## config.mk

```make
export PLATFORM = sky130hd
export DESIGN_NAME = alu_cmd_sequencer
export DESIGN_NICKNAME = d
export VERILOG_FILES = /design/src/rtl/alu_seq_pkg.sv /design/src/rtl/alu_cmd_fifo.sv /design/src/rtl/alu_cmd_sequencer.sv
export SDC_FILE = /design/constraint.sdc
export NUM_CORES = 1
export LEC_CHECK = 0
export CORE_ASPECT_RATIO = 1.25
export CORE_MARGIN = 2
export CORE_UTILIZATION = 30
export DETAILED_ROUTE_END_ITERATION = 10
export PLACE_DENSITY = 0.46
export SETUP_SLACK_MARGIN = 0.1
export SLEW_MARGIN = 20
export SYNTH_ARGS = -nofsm -noshare
export SYNTH_HDL_FRONTEND = slang
export SYNTH_SLANG_ARGS = --single-unit
```

## constraint.sdc

```tcl
create_clock -name CLK -period 8.45 [get_ports CLK]
set_input_delay 1.69 -clock CLK [delete_from_list [all_inputs] [get_ports CLK]]
set_output_delay 1.69 -clock CLK [all_outputs]
set_load 0.02 [all_outputs]
```

## src/rtl/alu_seq_pkg.sv

```systemverilog
// Shared types and constants for the arithmetic-unit command sequencer.
// The command struct is what travels through the FIFO and onto the unit.
package alu_seq_pkg;

    localparam int DATA_W   = 32;
    localparam int OPCODE_W = 3;
    localparam int FLAG_W   = 5;

    localparam int FLG_INVALID   = 4;
    localparam int FLG_DIVZERO   = 3;
    localparam int FLG_OVERFLOW  = 2;
    localparam int FLG_UNDERFLOW = 1;
    localparam int FLG_INEXACT   = 0;

    // A watchdog abort reports an invalid operation with no result.
    localparam logic [FLAG_W-1:0] TMO_FLAGS = FLAG_W'(1) << FLG_INVALID;

    typedef enum logic [1:0] {
        IDLE,
        ISSUE,
        WAIT,
        HOLD
    } seq_state_t;

    typedef struct packed {
        logic [DATA_W-1:0]   op_a;
        logic [DATA_W-1:0]   op_b;
        logic [OPCODE_W-1:0] op_code;
        logic                mode_fp;
        logic                round_mode;
    } alu_cmd_t;

    localparam int CMD_W = $bits(alu_cmd_t);

endpackage

```

## src/rtl/alu_cmd_fifo.sv

```systemverilog
// Registered-output-free command FIFO: head entry is read combinationally.
// Full/empty derive from a registered occupancy count.
module alu_cmd_fifo #(
    parameter int DEPTH = 4,
    parameter int WIDTH = 69
) (
    input  logic                       CLK,
    input  logic                       RESET,
    input  logic                       push,
    input  logic [WIDTH-1:0]           wdata,
    input  logic                       pop,
    output logic [WIDTH-1:0]           rdata,
    output logic                       full,
    output logic                       empty,
    output logic [$clog2(DEPTH+1)-1:0] count
);

    localparam int PTR_W = $clog2(DEPTH);
    localparam int CNT_W = $clog2(DEPTH+1);

    logic [WIDTH-1:0] mem_q [DEPTH];
    logic [PTR_W-1:0] wr_ptr_q, wr_ptr_d;
    logic [PTR_W-1:0] rd_ptr_q, rd_ptr_d;
    logic [CNT_W-1:0] count_q, count_d;
    logic             do_push;
    logic             do_pop;

    assign full    = (count_q == CNT_W'(DEPTH));
    assign empty   = (count_q == '0);
    assign do_push = push && !full;
    assign do_pop  = pop && !empty;
    assign rdata   = mem_q[rd_ptr_q];
    assign count   = count_q;

    // Power-of-two depth lets the pointers wrap by plain overflow.
    always_comb begin
        wr_ptr_d = wr_ptr_q;
        rd_ptr_d = rd_ptr_q;
        count_d  = count_q;
        if (do_push) wr_ptr_d = wr_ptr_q + 1'b1;
        if (do_pop)  rd_ptr_d = rd_ptr_q + 1'b1;
        if (do_push && !do_pop) begin
            count_d = count_q + 1'b1;
        end else if (!do_push && do_pop) begin
            count_d = count_q - 1'b1;
        end
    end

    always_ff @(posedge CLK) begin
        if (RESET) begin
            wr_ptr_q <= '0;
            rd_ptr_q <= '0;
            count_q  <= '0;
        end else begin
            wr_ptr_q <= wr_ptr_d;
            rd_ptr_q <= rd_ptr_d;
            count_q  <= count_d;
        end
    end

    always_ff @(posedge CLK) begin
        if (do_push) mem_q[wr_ptr_q] <= wdata;
    end

endmodule

```

## src/rtl/alu_cmd_sequencer.sv

```systemverilog
// Issue stage for the arithmetic unit: queues commands, runs one at a time,
// captures the response with a watchdog and keeps sticky exception flags.
module alu_cmd_sequencer
    import alu_seq_pkg::*;
#(
    parameter int DEPTH   = 4,
    parameter int TIMEOUT = 64
) (
    input  logic                       CLK,
    input  logic                       RESET,
    input  logic                       CMD_VALID,
    output logic                       CMD_READY,
    input  logic [DATA_W-1:0]          CMD_OP_A,
    input  logic [DATA_W-1:0]          CMD_OP_B,
    input  logic [OPCODE_W-1:0]        CMD_OP_CODE,
    input  logic                       CMD_MODE_FP,
    input  logic                       CMD_ROUND_MODE,
    output logic [DATA_W-1:0]          ALU_OP_A,
    output logic [DATA_W-1:0]          ALU_OP_B,
    output logic [OPCODE_W-1:0]        ALU_OP_CODE,
    output logic                       ALU_MODE_FP,
    output logic                       ALU_ROUND_MODE,
    output logic                       ALU_START,
    input  logic [DATA_W-1:0]          ALU_RESULT,
    input  logic                       ALU_VALID,
    input  logic [FLAG_W-1:0]          ALU_FLAGS,
    output logic                       RSP_VALID,
    input  logic                       RSP_READY,
    output logic [DATA_W-1:0]          RSP_RESULT,
    output logic [FLAG_W-1:0]          RSP_FLAGS,
    output logic                       RSP_TIMEOUT,
    output logic [FLAG_W-1:0]          STICKY_FLAGS,
    input  logic                       CLR_FLAGS,
    output logic                       BUSY,
    output logic [$clog2(DEPTH+1)-1:0] CMD_COUNT
);

    localparam int TMO_W = (TIMEOUT > 2) ? $clog2(TIMEOUT) : 1;

    seq_state_t           state_q, state_d;
    alu_cmd_t             cmd_q, cmd_d;
    alu_cmd_t             cmd_in;
    logic                 alu_start_q, alu_start_d;
    logic [TMO_W-1:0]     tmo_cnt_q, tmo_cnt_d;
    logic                 rsp_valid_q, rsp_valid_d;
    logic [DATA_W-1:0]    rsp_result_q, rsp_result_d;
    logic [FLAG_W-1:0]    rsp_flags_q, rsp_flags_d;
    logic                 rsp_timeout_q, rsp_timeout_d;
    logic [FLAG_W-1:0]    sticky_q, sticky_d;
    logic                 rsp_load;

    logic                 fifo_pop;
    logic [CMD_W-1:0]     fifo_rdata;
    logic                 fifo_full;
    logic                 fifo_empty;
    logic [$clog2(DEPTH+1)-1:0] fifo_count;

    always_comb begin
        cmd_in            = '0;
        cmd_in.op_a       = CMD_OP_A;
        cmd_in.op_b       = CMD_OP_B;
        cmd_in.op_code    = CMD_OP_CODE;
        cmd_in.mode_fp    = CMD_MODE_FP;
        cmd_in.round_mode = CMD_ROUND_MODE;
    end

    alu_cmd_fifo #(
        .DEPTH (DEPTH),
        .WIDTH (CMD_W)
    ) u_fifo (
        .CLK   (CLK),
        .RESET (RESET),
        .push  (CMD_VALID),
        .wdata (cmd_in),
        .pop   (fifo_pop),
        .rdata (fifo_rdata),
        .full  (fifo_full),
        .empty (fifo_empty),
        .count (fifo_count)
    );

    always_comb begin
        state_d       = state_q;
        cmd_d         = cmd_q;
        alu_start_d   = 1'b0;
        tmo_cnt_d     = '0;
        rsp_valid_d   = rsp_valid_q;
        rsp_result_d  = rsp_result_q;
        rsp_flags_d   = rsp_flags_q;
        rsp_timeout_d = rsp_timeout_q;
        rsp_load      = 1'b0;
        fifo_pop      = 1'b0;

        unique case (state_q)
            IDLE: begin
                if (!fifo_empty) begin
                    fifo_pop    = 1'b1;
                    cmd_d       = fifo_rdata;
                    alu_start_d = 1'b1;
                    state_d     = ISSUE;
                end
            end
            ISSUE: begin
                state_d = WAIT;
            end
            WAIT: begin
                // A real result beats a watchdog expiry in the same cycle.
                if (ALU_VALID) begin
                    rsp_load      = 1'b1;
                    rsp_valid_d   = 1'b1;
                    rsp_result_d  = ALU_RESULT;
                    rsp_flags_d   = ALU_FLAGS;
                    rsp_timeout_d = 1'b0;
                    state_d       = HOLD;
                end else if (tmo_cnt_q == TMO_W'(TIMEOUT-1)) begin
                    rsp_load      = 1'b1;
                    rsp_valid_d   = 1'b1;
                    rsp_result_d  = '0;
                    rsp_flags_d   = TMO_FLAGS;
                    rsp_timeout_d = 1'b1;
                    state_d       = HOLD;
                end else begin
                    tmo_cnt_d = tmo_cnt_q + 1'b1;
                end
            end
            HOLD: begin
                if (rsp_valid_q && RSP_READY) begin
                    rsp_valid_d = 1'b0;
                    state_d     = IDLE;
                end
            end
            default: begin
                state_d = IDLE;
            end
        endcase

        // Clear applies before the new capture is folded in.
        sticky_d = CLR_FLAGS ? '0 : sticky_q;
        if (rsp_load) sticky_d = sticky_d | rsp_flags_d;
    end

    always_ff @(posedge CLK) begin
        if (RESET) begin
            state_q       <= IDLE;
            cmd_q         <= '0;
            alu_start_q   <= 1'b0;
            tmo_cnt_q     <= '0;
            rsp_valid_q   <= 1'b0;
            rsp_result_q  <= '0;
            rsp_flags_q   <= '0;
            rsp_timeout_q <= 1'b0;
            sticky_q      <= '0;
        end else begin
            state_q       <= state_d;
            cmd_q         <= cmd_d;
            alu_start_q   <= alu_start_d;
            tmo_cnt_q     <= tmo_cnt_d;
            rsp_valid_q   <= rsp_valid_d;
            rsp_result_q  <= rsp_result_d;
            rsp_flags_q   <= rsp_flags_d;
            rsp_timeout_q <= rsp_timeout_d;
            sticky_q      <= sticky_d;
        end
    end

    assign CMD_READY      = !fifo_full;
    assign CMD_COUNT      = fifo_count;
    assign BUSY           = (state_q != IDLE) || !fifo_empty;
    assign ALU_OP_A       = cmd_q.op_a;
    assign ALU_OP_B       = cmd_q.op_b;
    assign ALU_OP_CODE    = cmd_q.op_code;
    assign ALU_MODE_FP    = cmd_q.mode_fp;
    assign ALU_ROUND_MODE = cmd_q.round_mode;
    assign ALU_START      = alu_start_q;
    assign RSP_VALID      = rsp_valid_q;
    assign RSP_RESULT     = rsp_result_q;
    assign RSP_FLAGS      = rsp_flags_q;
    assign RSP_TIMEOUT    = rsp_timeout_q;
    assign STICKY_FLAGS   = sticky_q;

endmodule

```

==> results of run 1 <==
## area by class of cell
class                   instances  area, um^2  share of cell area, %
diodes                          1        2.50                 0.0129
clock buffers                  68        1270                   6.58
clock inverters                11        81.3                  0.420
inverters                       9        46.3                  0.239
multi-input cells             407        3860                   20.0
flip-flops and latches        405       10900                   56.2
well taps                     658         823                   4.25
repair buffers                241        2380                   12.3
## report_power, final
part	internal [mW]	switching [mW]
Sequential	2.43	0.191
Clock	1.06	0.745
Combinational	0.806	1.04
Total	4.30	1.97
## kinds of logic after synthesis
group | share of synthesized area (%)
AND/OR/NAND/NOR | 6.34
adder cells (fa/ha/maj) | 0.871
flip-flops | 71.4
XOR/XNOR | 0.518
AO/OA/AOI/OAI | 7.16
multiplexers | 10.4
buffers and inverters | 3.32
## stage by stage
step	area, um^2	power, mW	setup slack, ns	utilization, %
detailed placement	18000	4.57	4.22	35.8
finish	19400	6.27	4.82	38.5
floorplan	15200	4.01	4.39	-
global route	19300	6.62	4.70	38.5
global placement	18000	4.56	4.23	35.8
CTS	19300	6.40	4.77	38.5
## metal layers
metal  GRT usage, %  share of wire (%)  up-vias  routed length (um)
li1               -                  -     3795                   -
met1           16.0                 41     4049               14200
met2           23.6                 51      213               17900
met3           2.99                6.1       54                2150
met4           3.42                1.8        4                 646
met5              0              0.077        -                  27
## cell usage after synthesis, types with 9 or more instances
cell type,count
a21oi_1,10
a21oi_2,68
a32o_1,36
buf_2,20
buf_6,9
clkbuf_1,11
dfxtp_1,129
edfxtp_1,276
ha_1,9
mux4_2,69
nand2_1,80
nand2_2,68
nor2_1,19
## worst paths after layout
path,depth (start not counted),endpoint,startpoint
setup / recovery,4,u_fifo.mem_q[0][56],CMD_VALID
setup reg to reg,4,u_fifo.mem_q[0][56],u_fifo.count[0]
hold reg to reg,2,ALU_OP_A[6],ALU_OP_A[6]
hold / removal,2,ALU_OP_A[6],ALU_OP_A[6]
## state kept, by name, indices dropped and copies added (netlist names)
register and cells:
ALU_MODE_FP 1, ALU_OP_A 32, ALU_OP_B 32, ALU_OP_CODE 3, ALU_ROUND_MODE 1, ALU_START 1
RSP_FLAGS 5, RSP_RESULT 32, RSP_TIMEOUT 1, RSP_VALID 1, STICKY_FLAGS 5, state_q 2
tmo_cnt_q 6, u_fifo.count 3, u_fifo.mem_q 276, u_fifo.rd_ptr_q 2, u_fifo.wr_ptr_q 2
## placed cells by master, fill, tap and decap left out, types with 3 or more instances in the layout
master           Yosys  routed
edfxtp_1           276     276
clkdlybuf4s50_1      0     229
dfxtp_1            129     127
nand2_1             80      80
mux4_2              69      69
nand2_2             68      68
a21oi_2             68      68
clkbuf_16            0      46
a32o_1              36      36
nor2_1              19      19
clkbuf_1            11      18
buf_4                1      12
a21oi_1             10      10
ha_1                 9       9
inv_1                8       8
clkinv_2             0       8
xor2_1               6       6
nor2b_1              5       5
nand3_1              5       5
and2_4               0       4
clkbuf_8             0       4
mux2i_1              3       3
xnor2_1              3       3
or3_1                3       3
## worst max-delay path, cell delays in order
cell,delay [ns]
clkdlybuf4s50_1,0.46
a21boi_2,0.40
and2_4,0.52
buf_4,0.67
==> summary.md, run 1 <==
| Metric | Value |
|---|---|
| Status | `finished, final reports clean` |
| Hold crit path type | `reg -> reg` |
| WL/cell | `19.4 um` |
| DRC viols | `0` |
| Maximum VDD drop | `0.333 mV` |
| Critical path data required time | `8.60 ns` |
| Netlist cell types | `40` |
| Post-synth EDFFs | `276` |
| Die Height | `256 um` |
| Synthesized Nets | `996` |
| Starting Density | `30.3%` |
| Worst Setup Path Type | `in -> reg` |
| Slew HR | `29.9%` |
| Syn Area/Cell | `17.4 um^2` |
| Share of cells above drive strength 1 | `25.5%` |
| Filler instances | `4653` |
| Final Non-Filler Cells | `1800` |
| Ports | `231` |
| Via density | `4.51` |
| Synth warn | `0` |
| Worst Skew | `0.0189 ns` |
| Fin crit share | `42.9%` |
| Least-Margin Pin Slew | `1.05 ns` |
| Die ar. | `0.0526 mm^2` |
| Post-layout nets | `1229` |
| Initial DRC count | `418` |
| First-pass GRT wire length | `52.7 mm` |
| Lkg Pwr | `6.18 nW` |
| Worst skew pair latency | `0.54 ns` |
| WHS | `0.455 ns` |
| P&R area growth vs syn | `27.1%` |
| Placer Congestion | `0.691` |
| Sink Count | `405` |
| Max Slew Vio Count | `0` |
| Clock Tree Root | `clkbuf_16` |
| Core region area | `0.0503 mm^2` |
| Crit path max fanout | `43` |
| Vias in the first global route | `8676` |
| Placed insts | `1720` |
| Number of port buffers | `230` |
| Final Critical Period | `3.63 ns` |
| Setup crit end kind | `register` |
| Area leader, netlist | `edfxtp_1` |
| Final setup viols | `0` |
| Row count | `92` |
| CTS max path bufs | `3` |
| Largest net degree at the start of global routing | `72` |
| WL final | `35.0 mm` |
| Post-synthesis cell area | `0.0152 mm^2` |
| Register area share after synthesis | `71.4%` |
| CTS Buf Count | `43` |
| Worst Setup Start Kind | `primary input` |
| Yosys reg bits | `405` |
| # hold bufs at CTS | `0` |
| Post-cts sizing count | `0` |
| Post-Syn Instances | `874` |
| Hold Vio Cnt, Final | `0` |
| H-tree levels | `2` |
| F_max | `276 MHz` |
| DP HPWL | `20.9 mm` |
| Synth top area share | `54.4%` |
| Data arrival time of the critical path | `3.78 ns` |
| P per Cell Area | `324 mW/mm^2` |
| All-layer global routing usage | `13.3%` |
| Detail Route Antenna Nets | `0` |
| Asr flop ratio synth | `0%` |
| R2r setup slk | `5.84 ns` |
| Clock transition at path regs | `0.06 ns` |
| Grt total ovfl | `0` |
| Synth area leaders | `edfxtp_1, dfxtp_1, mux4_2` |
| TNS Setup | `0 ns` |
| Die width | `206 um` |
| Routed vias | `8115` |
| Pre-antenna DRT Iters | `5` |
| # Post-CTS Setup Buffers | `0` |
| Antenna violations before repair | `2` |
| RSZ-0062 raised after global routing | `false` |
| Clock tree from TritonCTS | `built` |
| Max_cap viols | `0` |
| Prevailing post-synth register cell | `edfxtp_1` |
Note: power is estimated with default switching activity, not from simulation.
==> inputs of run 2 (changes only) <==
clock period = 3.8 ns   (was 8.45 ns; I/O delays follow)
==> summary.md, run 2 (synthesized netlist as in run 1, its figures left out) <==
| Metric | Value |
|---|---|
| Share of cells above drive strength 1 | `26.4% (+0.93 points)` |
| Core region area | `0.0503 mm^2 (unchanged)` |
| Vias in the first global route | `8654 (-0.25%)` |
| Crit. path cell count | `4 (unchanged)` |
| WL/cell | `19.4 um (about the same)` |
| # diodes | `0 (-1)` |
| Final Critical Period | `2.70 ns` |
| Initial DRC count | `482 (+15%)` |
| Post-layout nets | `1237 (+0.65%)` |
| Largest net degree at the start of global routing | `72 (unchanged)` |
| Largest register FFs | `276 (unchanged)` |
| Clock tree from TritonCTS | `built` |
| Sink Count | `405 (unchanged)` |
| Crit path max fanout | `3 (-93%)` |
| Detail Route Antenna Nets | `0 (unchanged)` |
| H-tree levels | `2 (unchanged)` |
| Hold crit path type | `reg -> reg` |
| Buf/Inv on CP | `2 (unchanged)` |
| Maximum VDD drop | `0.754 mV (+130%)` |
| Starting Density | `30.3% (unchanged)` |
| Critical path data required time | `3.04 ns (-5.56 ns)` |
| Placement Cell Area | `0.0181 mm^2 (+0.68%)` |
| Largest register by flop count | `u_fifo.mem_q` |
| Final setup margin | `1.10 ns (-3.73 ns)` |
| Data arrival time of the critical path | `1.94 ns (-1.84 ns)` |
| Least-Margin Pin Slew | `0.966 ns (-0.0853 ns)` |
| Grt total ovfl | `0 (unchanged)` |
| Max_cap viols | `0 (unchanged)` |
| Row count | `92 (unchanged)` |
| Worst-case reg-to-reg path depth | `8 (+4)` |
| FF-to-FF End | `u_fifo.count[2]` |
| FF-to-FF Start | `u_fifo.count[2]` |
| DP HPWL | `21.7 mm (+3.5%)` |
| Die Height | `256 um (unchanged)` |
| Ports | `231 (unchanged)` |
| Launch point of the critical path | `state_q[0]` |
| Worst Skew | `0.0176 ns (-0.00132 ns)` |
| # Post-CTS Setup Buffers | `0 (unchanged)` |
| Final setup viols | `0 (unchanged)` |
| Setup crit end kind | `output port` |
| CTS Buf Count | `43 (unchanged)` |
| Critical path's slowest cell | `clkdlybuf4s50_1` |
| CP endpoint | `BUSY` |
| RSZ-0062 raised after global routing | `false` |
| CTS max path bufs | `3 (unchanged)` |
| Antenna violations before repair | `0 (-2)` |
| Max Slew Vio Count | `0 (unchanged)` |
| Routed vias | `8145 (+0.37%)` |
| Number of port buffers | `230 (unchanged)` |
| Status | `finished, final reports clean` |
| Post-layout util | `38.7% (+0.21 points)` |
| Placer Congestion | `0.702 (+1.5%)` |
| Worst skew pair latency | `0.57 ns (+0.03 ns)` |
| Die ar. | `0.0526 mm^2 (unchanged)` |
| Commonest non-fill, non-tap cell in the layout | `edfxtp_1` |
| Die width | `206 um (unchanged)` |
| Pre-CTS WS | `0.840 ns (-3.38 ns)` |
| Via density | `4.50 (about the same)` |
| Slew HR | `35.6% (+5.7 points)` |
| WHS | `0.457 ns (+0.00259 ns)` |
| Worst Setup Path Type | `reg -> out` |
| Clock Tree Root | `clkbuf_16` |
| F_max | `370 MHz` |
| Lkg Pwr | `6.22 nW (+0.65%)` |
| Clock transition at path regs | `0.06 ns (about the same)` |
| Cell Chain, Critical Path | `inv_1 > ha_1 > nand2_1 > clkdlybuf4s50_1` |
| Worst Setup Start Kind | `register` |
| Worst path max stage delay | `0.65 ns (-0.02 ns)` |
| Most frequent cells in the layout | `edfxtp_1, clkdlybuf4s50_1, dfxtp_1` |
| P&R area growth vs syn | `27.8%` |
| TNS Setup | `0 ns (unchanged)` |
| Hold Vio Cnt, Final | `0 (unchanged)` |
| Post-cts sizing count | `0 (unchanged)` |
| First-pass GRT wire length | `53.0 mm (+0.43%)` |
| Fin crit share | `71.2%` |
| Top Family by Delay on Critical Path | `buffers and inverters` |
| R2r setup slk | `1.18 ns (-4.66 ns)` |
| P per Cell Area | `719 mW/mm^2 (+120%)` |
| All-layer global routing usage | `13.4% (+0.11 points)` |
| Fin area | `0.0195 mm^2 (+0.55%)` |
| WL final | `35.1 mm (+0.54%)` |
| Pre-antenna DRT Iters | `4 (-1)` |
| # hold bufs at CTS | `0 (unchanged)` |
| DRC viols | `0 (unchanged)` |
-- run 2: worst min-delay path, stage by stage, from the launching register on --
cell and delay (ns):
dfxtp_1 0.31, nand2_2 0.06, a21oi_2 0.04
-- run 2: area by class of cell --
type                       count  area [um^2]
clock inverter                25          200
clock buffer                  55         1140
inverter                       9         46.3
multi-input combinational    407         3860
fill                        4658        30800
timing repair buffer         249         2500
tap                          658          823
sequential                   405        10900
-- run 2: metal layers --
layer	wire length [um]	track usage, %
met1	14500	16.0
met2	17900	23.7
met3	1970	3.08
met4	787	4.22
met5	0	0
-- run 2: power by group --
group	internal [mW]	switching, mW	total (mW)
combinational	1.84	2.28	4.12
sequential	5.39	0.472	5.86
clock	2.28	1.73	4.00
total	9.51	4.48	14.0
-- run 2: worst min path at each step --
| stage | slack, ns | from | cells after the start | end |
|---|---|---|---|---|
| finish | 0.46 | ALU_OP_B[21] | 2 | ALU_OP_B[21] |
| global route | 0.47 | ALU_OP_B[21] | 2 | ALU_OP_B[21] |
| CTS | 0.46 | ALU_OP_B[12] | 2 | ALU_OP_B[12] |
| detailed placement | 0.45 | ALU_OP_B[22] | 2 | ALU_OP_B[22] |
| global placement | 0.45 | ALU_OP_B[29] | 2 | ALU_OP_B[29] |
| floorplan | 0.43 | tmo_cnt_q[0] | 1 | tmo_cnt_q[0] |
-- run 2: per-stage QoR --
| stage | cells | power [mW] |
|---|---|---|
| finish | 1808 | 14.0 |
| global route | 1808 | 14.7 |
| CTS | 1808 | 14.3 |
| detailed placement | 1728 | 10.2 |
| global placement | 1728 | 10.2 |
| floorplan | 874 | 8.91 |
